### src/rtl/dump_stage.sv
// dump_stage: final SHAKE pipeline stage. Captures squeezed rate blocks from
// the permute stage and serialises them into W-bit words on a valid/ready
// stream, truncated to the requested output length with the final word flagged.
module dump_stage #(
    parameter int RATE     = 1344,
    parameter int RATE_256 = 1088,
    parameter int W        = 64
) (
    input  logic            clk,
    input  logic            rst,
    input  logic [RATE-1:0] rate_input,
    input  logic            output_buffer_we,
    output logic            output_buffer_ready,
    input  logic [31:0]     output_size,
    input  logic [1:0]      operation_mode,
    input  logic            copy_control_regs_en,
    output logic [W-1:0]    dout,
    output logic            dout_valid,
    input  logic            dout_ready,
    output logic            dout_last
);

    localparam int          SW        = $clog2(W);
    localparam logic [31:0] W32       = 32'(W);
    localparam logic [4:0]  LAST_128  = 5'(RATE / W - 1);
    localparam logic [4:0]  LAST_256  = 5'(RATE_256 / W - 1);
    localparam logic [W-1:0] ONE      = {{(W-1){1'b0}}, 1'b1};

    typedef enum logic {EMPTY, DRAIN} state_t;

    state_t          state;
    logic [RATE-1:0] buffer;
    logic [4:0]      word_idx;
    logic [31:0]     remaining;
    logic [1:0]      mode;
    logic [31:0]     pend_size;
    logic [1:0]      pend_mode;
    logic            pend_valid;

    logic            under_w;
    logic            last_word;
    logic [31:0]     step;
    logic [W-1:0]    word_mask;
    logic [4:0]      block_end_idx;
    logic            fire;
    logic            leave;
    logic [31:0]     eff_remaining;
    logic            load;

    // Word masking, handshake and block-boundary decode from the active registers
    always_comb begin
        under_w       = remaining < W32;
        last_word     = remaining <= W32;
        step          = under_w ? remaining : W32;
        word_mask     = under_w ? ((ONE << remaining[SW-1:0]) - ONE) : '1;
        block_end_idx = (mode == 2'b00) ? LAST_128 : LAST_256;
        fire          = dout_valid && dout_ready;
        leave         = fire && (last_word || word_idx == block_end_idx);
        // A copy strobe in EMPTY takes effect before the accept decision
        eff_remaining = copy_control_regs_en ? output_size : remaining;
        load          = (state == EMPTY) && output_buffer_we && (eff_remaining != '0);
    end

    assign dout      = (state == DRAIN) ? (buffer[W-1:0] & word_mask) : '0;
    assign dout_last = (state == DRAIN) && last_word;

    // Control FSM: active/pending control registers and registered handshake flags
    always_ff @(posedge clk) begin
        if (rst) begin
            state               <= EMPTY;
            remaining           <= '0;
            mode                <= '0;
            pend_size           <= '0;
            pend_mode           <= '0;
            pend_valid          <= 1'b0;
            word_idx            <= '0;
            dout_valid          <= 1'b0;
            output_buffer_ready <= 1'b1;
        end else begin
            case (state)
                EMPTY: begin
                    if (copy_control_regs_en) begin
                        remaining <= output_size;
                        mode      <= operation_mode;
                    end
                    if (load) begin
                        state               <= DRAIN;
                        word_idx            <= '0;
                        dout_valid          <= 1'b1;
                        output_buffer_ready <= 1'b0;
                    end
                end
                DRAIN: begin
                    if (copy_control_regs_en) begin
                        pend_size  <= output_size;
                        pend_mode  <= operation_mode;
                        pend_valid <= 1'b1;
                    end
                    if (fire) begin
                        word_idx  <= word_idx + 5'd1;
                        remaining <= remaining - step;
                    end
                    if (leave) begin
                        state               <= EMPTY;
                        dout_valid          <= 1'b0;
                        output_buffer_ready <= 1'b1;
                        // Pending controls land on the exit edge so a block
                        // offered on the first EMPTY cycle sees the new length;
                        // a copy on that very edge is the most recent request.
                        if (copy_control_regs_en) begin
                            remaining  <= output_size;
                            mode       <= operation_mode;
                            pend_valid <= 1'b0;
                        end else if (pend_valid) begin
                            remaining  <= pend_size;
                            mode       <= pend_mode;
                            pend_valid <= 1'b0;
                        end
                    end
                end
                default: state <= EMPTY;
            endcase
        end
    end

    // Block buffer: load on accept, shift one word out per handshake
    always_ff @(posedge clk) begin
        if (load) begin
            buffer <= rate_input;
        end else if (fire) begin
            buffer <= buffer >> W;
        end
    end

endmodule

### config.mk
export PLATFORM = sky130hd
export DESIGN_NAME = dump_stage
export DESIGN_NICKNAME = d
export VERILOG_FILES = /design/src/rtl/dump_stage.sv
export SDC_FILE = /design/constraint.sdc
export NUM_CORES = 2
export LEC_CHECK = 0
export BUFFER_PORTS_ARGS = -buffer_cell sky130_fd_sc_hd__buf_2
export CORE_AREA = 2 2 560 562
export DETAILED_ROUTE_END_ITERATION = 16
export DIE_AREA = 0 0 562 564
export GPL_TIMING_DRIVEN = 0
export PLACE_DENSITY = 0.34
export SETUP_SLACK_MARGIN = 0.05
export SKIP_LAST_GASP = 1
export SYNTH_ARGS = -nofsm -noshare
export SYNTH_HDL_FRONTEND = slang
export SYNTH_SLANG_ARGS = --single-unit
### constraint.sdc
create_clock -name clk -period 96.8 [get_ports clk]
set_input_delay 29.04 -clock clk [delete_from_list [all_inputs] [get_ports clk]]
set_output_delay 29.04 -clock clk [all_outputs]
set_load 0.01 [all_outputs]
==> qor.yml <==
nFillCells: 32600
nNetsFinal: 6820
skew_ns: 0.0985
grt_antenna_before_repair: 638
p_seq_frac: 0.470
synth_flop_cell: "edfxtp_1"
drv_cap: 0
cts_resized: 0
die_w_um: 562
worst_pin_slew_ns: 1.18
cts-hold-fix-buffers: 0
grt_max_degree: 63
async_flop_share: 0
ant_nets: 0
routed_wl_um: 326000
die_h_um: 564
fin_crit_ns: 34.14
p_leak_nw: 29.9
via_per_inst: 4.27
arrival_ns: 5.10
vias: 42200
p_switching_w: 0.000434
seq_area_frac_synth: 0.675
synth_warnings: 0
synth_seq_cells: 1421
total_power_w: 0.00168
syn_area_um2: 62100
clk_latency_ns: 0.88
numCtsBuffers: 188
drtIter0Drc: 3611
worstPathRequired_ns: 67.76
syn_inst: 3768
placed_cells: 9383
grt_overflow: 0
dp_hpwl_um: 269000
fmax_mhz: 29.3
yosysTopAreaCellShare: 0.650
tns_ns: 0
globalplace.congestion: 0.902
cts_tree: "done"
clkSinkCount: 1421
synth.avg_cell_area_um2: 16.5
rsz0062_at_grt: "no"
cp_max_fo: 10
power.density_nw_per_um2: 20.7
setup_viol: 0
status: "complete, no violations"
ioPinCount: 1450
rows: 205
synth_top_area_cell: "edfxtp_1"
initial_core_util: 0.200
clockRootBuffer: "clkbuf_16"
routedWlPerCell_um: 33.0
htreeDepth: 4
slew_headroom: 0.212
finalHoldViolCount: 0
internal-power_w: 0.00125
synth_area_leaders: "edfxtp_1 (65%), mux2_2 (23%), dfxtp_1 (2.5%)"
hold_path.class: "reg -> reg"
clk_pin_slew_ns: 0.06
final_layout_size_suffix_gt1_frac: 0.565
synth-edff-count: 1344
area_growth_pct: 31.0
start_kind: "register"
timing.final.crit_share: 0.353
die-area_um2: 317000
route.detailed.drc: 0
sw_frac_of_total: 0.258
syn_nets: 5155
core_um2: 311000
clkPwrFrac: 0.399
cts_buffer_depth: 4
grt_pass1_vias: 41800
port_buffers: 1447
post_cts_buffers: 0
comb_power_share: 0.132
fin_cells: 9878
drv_slew: 0
grt.total_usage: 0.199
grt_pass1_wl_um: 417000
worst-setup-path-type: "reg -> out"
first_pass_iters: 8
ir_drop_uv: 12.8
critPathCaptureType: "output port"
synth_cell_types: 72
fin_hold_ws_ns: 0.451
-- cell usage after synthesis (10+ instances only) --
library cell  instances
a211oi_1             14
a21oi_1             125
a31oi_1              10
and2_1               73
and3_1               27
buf_2               117
clkbuf_1            106
dfxtp_1              77
edfxtp_1           1344
inv_1                12
mux2_2             1283
mux2i_1              10
nand2_1             179
nor2_1               64
nor3_1               43
nor4_1               21
o211ai_1             10
o21ai_0              67
or3_1                14
xor2_1               18
-- worst paths after layout --
kind	cells past startpoint	slack [ns]	from	to
worst max-delay path	14	62.66	remaining[1]	dout[36]
worst max register to register	13	90.89	remaining[4]	buffer[519]
worst min register to register	2	0.45	pend_size[9]	pend_size[9]
worst min-delay path	2	0.45	pend_size[9]	pend_size[9]
-- final cells by class --
| type | count | area (um2) | area share |
|---|---|---|---|
| Sequential cell | 1421 | 41900 | 0.515 |
| Multi-Input combinational cell | 2106 | 19100 | 0.235 |
| Timing Repair Buffer | 1475 | 8000 | 0.0983 |
| Tap cell | 4140 | 5180 | 0.0637 |
| Clock buffer | 238 | 4980 | 0.0612 |
| Buffer | 227 | 1010 | 0.0125 |
| Clock inverter | 83 | 657 | 0.00808 |
| Antenna cell | 174 | 435 | 0.00535 |
| Inverter | 14 | 52.6 | 0.000646 |
-- metal layers --
layer,share of wire,global-route usage,vias up
met5,0.0051,0,-
met2,0.50,0.352,2217
met3,0.092,0.0735,1174
met1,0.36,0.217,20400
li1,-,-,18200
met4,0.041,0.0711,264
-- sequential cells by signal (all words and copies together), names as in the netlist --
signal               count
state                    1
mode                     2
word_idx                 5
pend_size               32
remaining               32
buffer                1344
pend_valid               1
pend_mode                2
output_buffer_ready      1
dout_valid               1
-- worst max-delay path, cell delays in order (launching register included) --
cell and delay (ns):
dfxtp_1 0.35, clkbuf_1 0.35, or2_2 0.18, clkbuf_1 0.48, nor3_1 0.28, nand2_1 0.18
ha_1 0.31, clkinv_1 0.34, a21oi_1 0.78, nor3_1 0.10, o21ai_0 0.24, o21ai_0 0.25
nand2_1 0.14, a21oi_1 0.09, buf_2 0.19
-- cells by family after synthesis --
logic type,share of synthesized area
AOI/OAI and AO/OA,0.0312
muxes,0.234
buffers and inverters,0.0171
DFF,0.675
xor gates and xnor gates,0.00353
other,0.0000604
adders and majority gates,0.000806
and+or+nand+nor,0.0379
-- power groups by stage --
stage | clock network, W | registers [W] | logic (W)
after CTS | 0.000692 | 0.000791 | 0.000226
after global placement | 0 | 0.000944 | 0.000217
after detailed placement | 0 | 0.000803 | 0.000223
after floorplan | 0 | 0.000874 | 0.000125
final | 0.000670 | 0.000789 | 0.000221
after global routing | 0.000713 | 0.000796 | 0.000241
-- cell usage in the layout (no fill, tap or decap), drive strengths merged, types with 11 or more instances in the layout --
| cell | count |
|---|---|
| a211oi | 14 |
| a21oi | 126 |
| and2 | 73 |
| and3 | 27 |
| buf | 1596 |
| clkbuf | 344 |
| clkinv | 66 |
| dfxtp | 77 |
| diode | 174 |
| edfxtp | 1344 |
| inv | 20 |
| mux2 | 1283 |
| nand2 | 179 |
| nor2 | 65 |
| nor3 | 44 |
| nor4 | 24 |
| o211ai | 11 |
| o21ai | 76 |
| or3 | 14 |
| xor2 | 18 |
-- metrics by stage --
step                instance area [um2]   util  worst slack [ns]
finish                            81300  0.262             62.66
global route                      81100  0.261             62.32
CTS                               80900  0.260             62.54
detailed placement                75300  0.242             61.62
global placement                  74500  0.240              9.20
floorplan                         62100      -             31.98
Note: power is estimated with default switching activity, not from simulation.
